<file path="src/rtl/clock_divider_bank.sv">
// clock_divider_bank: bank of 50%-duty clock dividers with glitch-free run-time reload and global sync.
module clock_divider_bank #(
  parameter int CHANNELS = 4,
  parameter int DIV_WIDTH = 16,
  parameter int DEFAULT_HALF = 1,
  localparam int CW = CHANNELS > 1 ? $clog2(CHANNELS) : 1
) (
  input  logic                 clock,
  input  logic                 reset,
  input  logic [CHANNELS-1:0]  enable,
  input  logic                 sync,
  input  logic                 div_load,
  input  logic [CW-1:0]        div_ch,
  input  logic [DIV_WIDTH-1:0] div_in,
  output logic [CHANNELS-1:0]  div_pending,
  output logic                 div_err,
  output logic [CHANNELS-1:0]  clk_out,
  output logic [CHANNELS-1:0]  tick
);
  logic load_ok;
  logic div_err_q;
  assign load_ok = div_load && (32'(div_ch) < 32'(CHANNELS)) && (div_in != '0);
  assign div_err = div_err_q;
  always_ff @(posedge clock)
    div_err_q <= reset ? 1'b0 : div_load && !load_ok;
  for (genvar c = 0; c < CHANNELS; c++) begin : g_ch
    logic [DIV_WIDTH-1:0] cnt_q, cnt_d, half_q, half_d, pval_q, pval_d;
    logic pend_q, pend_d, out_q, out_d, tick_q, tick_d;
    logic ld, bnd, adv, tog, apply;
    always_comb begin
      ld = load_ok && (div_ch == CW'(c));
      bnd = cnt_q == half_q - DIV_WIDTH'(1);
      adv = enable[c] && !sync;
      tog = adv && bnd;
      // a pending ratio is taken at a toggle boundary, while idle, or on sync
      apply = pend_q && (sync || !enable[c] || bnd);
      cnt_d = (adv && !bnd) ? cnt_q + DIV_WIDTH'(1) : '0;
      out_d = sync ? 1'b0 : out_q ^ tog;
      tick_d = tog && !out_q;
      half_d = (sync && ld) ? div_in : apply ? pval_q : half_q;
      pend_d = (ld && !sync) ? 1'b1 : apply ? 1'b0 : pend_q;
      pval_d = (ld && !sync) ? div_in : pval_q;
    end
    always_ff @(posedge clock) begin
      if (reset) begin
        cnt_q  <= '0;
        half_q <= DIV_WIDTH'(DEFAULT_HALF);
        pval_q <= '0;
        pend_q <= 1'b0;
        out_q  <= 1'b0;
        tick_q <= 1'b0;
      end else begin
        cnt_q  <= cnt_d;
        half_q <= half_d;
        pval_q <= pval_d;
        pend_q <= pend_d;
        out_q  <= out_d;
        tick_q <= tick_d;
      end
    end
    assign clk_out[c] = out_q;
    assign tick[c] = tick_q;
    assign div_pending[c] = pend_q;
  end
endmodule

</file>
<file path="config.mk">
export PLATFORM = sky130hd
export DESIGN_NAME = clock_divider_bank
export DESIGN_NICKNAME = d
export VERILOG_FILES = /design/src/rtl/clock_divider_bank.sv
export SDC_FILE = /design/constraint.sdc
export NUM_CORES = 1
export LEC_CHECK = 0
export ABC_AREA = 1
export CAP_MARGIN = 20
export CELL_PAD_IN_SITES_DETAIL_PLACEMENT = 1
export CELL_PAD_IN_SITES_GLOBAL_PLACEMENT = 1
export CORE_ASPECT_RATIO = 0.5
export CORE_MARGIN = 10
export CORE_UTILIZATION = 48
export CTS_CLUSTER_DIAMETER = 100
export DETAILED_ROUTE_END_ITERATION = 7
export GPL_ROUTABILITY_DRIVEN = 0
export PLACE_DENSITY_LB_ADDON = 0.12
export SYNTH_ARGS = -nofsm -noshare
export SYNTH_HDL_FRONTEND = slang
export SYNTH_SLANG_ARGS = --single-unit
</file>
<file path="constraint.sdc">
create_clock -name clock -period 5.5 [get_ports clock]
set_input_delay 0.825 -clock clock [delete_from_list [all_inputs] [get_ports clock]]
set_output_delay 0.825 -clock clock [all_outputs]
set_load 0.1 [all_outputs]
</file>
* Yosys cells after proc, flatten, opt, wreduce, memory -nomap -nowiden *
Cells that the tools add are included.

word-level totals
  output and inout bits = 13
  input port bits = 26
  logic and storage cells = 135
  register bits after elaboration = 205

cells by class
  $add $sub $neg = 8
  reduce and logical (&&, ||, !) cells = 71
  mux-type cells = 16
  equal/unequal tests = 7
  bitwise gates (word level) = 8

operators with widths
  cell                                                count
  2-to-1 mux 16 bit                                   8
  adder 16 x 1 -> 16 bit, second input constant       4
  == test 16 bit                                      4
  subtractor 16 x 1 -> 16 bit, second input constant  4
  logical AND 1 bit                                   34
  nonzero test 16 bit                                 1
  nonzero test 2 bit                                  8
  zero test 1 bit                                     14
  OR reduction 2 bit                                  5
  logical OR 1 bit                                    8
  2-to-1 mux 1 bit                                    8
  == test 2 bit, second input constant                2
  NOT 1 bit                                           4
  XOR 1 bit                                           4
  == test 2 x 1 -> 1 bit, second input constant       1
  zero test 2 bit                                     1

* Longest topological paths before layout *
  word-level depth = 6
  depth in mapped cells = 17

* Worst setup path before layout *
Ideal clock, no wire load.

  kind = input -> register
  start point = in div_in[7]
  end point = reg g_ch[0].half_q[10]
  path buffers = 1
  path slack = 3.290 ns
  arrival = 2.095 ns
  stages = 11
  data required time = 5.385 ns
  path through = inv_1 > nand4_1 > nor2_1 > nand3_1 > nand2_1 > nor3_1 > nand2_1 > clkbuf_1 > o21ai_0 > a21oi_1 > nor2_1

on the way
  word-level cells in the longest chain between the ends = 5
  elaborated cells between the ends (all ways) = 6
  classes of those cells = 1 x mux; 5 x reduce/logical

ends and longest elaborated chain
  what                                                     line  source
  start: declaration                                       14    input logic [DIV_WIDTH-1:0] div_in,
  nonzero test 16 bit *                                    22    assign load_ok = div_load && (32'(div_ch) < 32'(CHANNELS)) && (div_in != '0);
  logical AND 1 bit *                                      22
  logical AND 1 bit *                                      31    ld = load_ok && (div_ch == CW'(c));
  logical AND 1 bit *                                      40    half_d = (sync && ld) ? div_in : apply ? pval_q : half_q;
  2-to-1 mux 16 bit or nonzero test 2 bit (tied branches)  n/a
  end signal: assignment                                   47    half_q <= DIV_WIDTH'(DEFAULT_HALF);
  end signal: assignment                                   54    half_q <= half_d;
  end: declaration                                         27    logic [DIV_WIDTH-1:0] cnt_q, cnt_d, half_q, half_d, pval_q, pval_d;

Mark *: on every way between the ends. The rest lies on a longest branch, timed or not.
A chain may end at the register's enable or synchronous reset.

* Final worst setup path *
  start point = in div_in[7]
  end point = reg g_ch[1].half_q[9]

on the way
  word-level cells in the longest chain between the ends = 5
  elaborated cells between the ends (all ways) = 6
  classes of those cells = 1 x mux; 5 x reduce/logical

ends and longest elaborated chain
  what                                                     line
  nonzero test 16 bit *                                    22
  logical AND 1 bit *                                      22
  logical AND 1 bit *                                      31
  logical AND 1 bit *                                      40
  2-to-1 mux 16 bit or nonzero test 2 bit (tied branches)  n/a
  end signal: assignment                                   47
  end signal: assignment                                   54
  end: declaration                                         27

Marked as above.

==> reports/metrics.yaml <==
timing:
  finalMaxSlewViolations: 0
  fmaxAchievable_mhz: 314
  setup_ws_ns: 2.32
  timing.hold.ws_ns: 0.489
  setup_violations: 0
  hold_viol_final: 0
  finalCriticalPeriod_ns: 3.18
  fin_skew_ns: 0.0107
  tightest_slew_ns: 1.04
  post-route-period-util: 0.579
  tns_ns: 0
  max-slew-margin-rel: 0.302
  rsz0062_at_grt: "no"
clock_tree:
  clock_sinks: 205
  post_cts_buffers: 0
  clock_path_buffers: 3
  hold_buffers: 0
  cts_buffers: 20
  cts-root-buf: "clkbuf_16"
  cts_tree: "built"
  h-tree-depth: 1
  clkTransAtPathRegs_ns: 0.07
  clk_latency_ns: 0.52
  post_cts_resized: 0
synthesis:
  yosys_warnings: 0
  synth_cells: 1794
  ys_seq_elements: 205
  synth_flop_cell: "dfxtp_1"
  synthArstFlopShare: 0
  synth_nets: 1832
  synth.distinct_cells: 38
  synth_edf_count: 0
  yosysSeqAreaShare: 0.354
  synth.cell_area_um2: 11600
  syn_avg_cell_area_um2: 6.46
floorplanning:
  io_pins: 39
  die_h_um: 130
  start_util: 0.485
  rows: 40
  die_w_um: 240
  core_um2: 23900
  die-area_um2: 31100
power:
  p_leak_nw: 5.64
  vdd_ir_drop_max_uv: 211
  power_density_nw_per_um2: 280
final_layout:
  final_common_cell: "nand2_1"
  layout_common_cells: "382 x nand2_1, 309 x nor2_1, 205 x dfxtp_1"
  fin_cells: 2106
  nNetsFinal: 1816
  final_layout_size_suffix_gt1_frac: 0.0519
  diodes: 0
  area_delta_synth_final_pct: 9.46
worst_setup_path:
  critPathMaxFanout: 64
  cpMaxStageDelayCell: "nand2_2"
  crit_path_end_kind: "register"
  slowest_delay_ns: 0.68
  path_common_cell: "nor2_1"
  critPathKind: "input port to register"
  cp_data_arrival_time_ns: 3.63
  cp-startpoint: "div_in[7]"
  cp.required_ns: 5.95
  crit_path_cell_trace: "clkdlybuf4s50_1, inv_1, nand4_1, nor2_1, nand3_1, nand2_1, nor3_1, nand2_2, o21ai_0, a21oi_1, nor2_1"
  startpoint_type: "input port"
  worstReg2RegStart: "g_ch[3].half_q[0]$_SDFFE_PP1P_"
grt:
  antenna_found_initial: 0
  grt_max_degree: 65
  overflow: 0
  grt_pass1_wl_um: 57600
  track_usage: 0.223
  grt_pass1_vias: 11350
placed_design:
  port_buffers: 38
  post-place-ws_ns: 1.93
  dpl.cell_count: 2068
  dp_hpwl_um: 24800
worst_hold_path:
  hold_path_class: "register to register"
  min_from: "g_ch[0].cnt_q[0]$_SDFF_PP0_"
routing:
  vias_per_cell: 5.36
  vias: 11290
  wl_per_cell_um: 16.4
  ant_nets: 0
  drtPass1Iterations: 4
  drt_iter0_markers: 696
  drc_errors: 0
  wl_um: 34600
outcome:
  status: "finished clean"
flow_run:
  drv_cap: 0
[worst max-delay path: cells and delay by family]
kind | cells | cell delay [ns]
AND/OR/NAND/NOR | 7 | 1.59
buffers and inverters | 2 | 0.63
AO/OA/AOI/OAI | 2 | 0.59
[logic make-up after synthesis]
kind of cell,count (synthesis),share of synthesized area
compound gates,262,0.115
xor+xnor,76,0.0575
fa+ha+maj,12,0.0130
buf+inv,272,0.0993
flops,205,0.354
simple gates,967,0.361
[sequential cells by signal, indices dropped and copies added, names as in the netlist]
register     count
g_ch.cnt_q      64
g_ch.half_q     64
g_ch.pval_q     64
g_ch.out_q       4
g_ch.pend_q      4
g_ch.tick_q      4
div_err          1
[worst paths after layout]
kind	to	slack, ns	cells past startpoint
setup / recovery	g_ch[1].half_q[9]$_SDFFE_PP0P_	2.32	11
hold / removal	g_ch[0].cnt_q[0]$_SDFF_PP0_	0.49	1
setup reg to reg	g_ch[3].half_q[13]$_SDFFE_PP0P_	2.76	13
hold reg to reg	g_ch[0].cnt_q[0]$_SDFF_PP0_	0.49	1
[layout make-up]
class / count / area, µm²
fill: 3260 / 11200
multi-input combinational: 1317 / 6340
sequential: 205 / 4100
inverter: 190 / 713
clock buffer: 27 / 588
timing repair buffer: 44 / 468
tap: 315 / 394
clock inverter: 8 / 72.6
[power by group]
part / internal (mW) / leakage, nW / switching [mW]
Sequential: 1.53 / 1.66 / 0.0493
Combinational: 0.187 / 3.66 / 0.362
Clock: 0.799 / 0.320 / 0.627
Total: 2.51 / 5.64 / 1.04
[per-stage QoR]
step | power (mW) | utilization | instance area (µm²)
after floorplan | 2.00 | - | 11600
after global placement | 2.12 | 0.500 | 11900
after detailed placement | 2.15 | 0.500 | 11900
after CTS | 3.57 | 0.528 | 12600
after global routing | 3.73 | 0.531 | 12700
final | 3.55 | 0.531 | 12700
[layer usage]
| metal | global-route usage | routed length (µm) | vias up |
|---|---|---|---|
| li1 | - | - | 5684 |
| met2 | 0.380 | 15800 | 134 |
| met5 | 0 | 0 | - |
| met4 | 0.0394 | 546 | 0 |
| met1 | 0.301 | 17200 | 5436 |
| met3 | 0.0290 | 1050 | 36 |
[cell usage after synthesis (15+ instances only)]
master / number / area (µm²)
nand2_1: 386 / 1450
dfxtp_1: 205 / 4100
nand3_1: 147 / 736
a21oi_1: 152 / 761
nor2_1: 309 / 1160
buf_4: 15 / 113
clkbuf_1: 49 / 184
nand4_1: 20 / 125
xnor2_1: 30 / 263
inv_1: 176 / 661
o21ai_0: 95 / 475
nor3_1: 32 / 160
xor2_1: 46 / 403
Note: power is estimated with default switching activity, not from simulation.
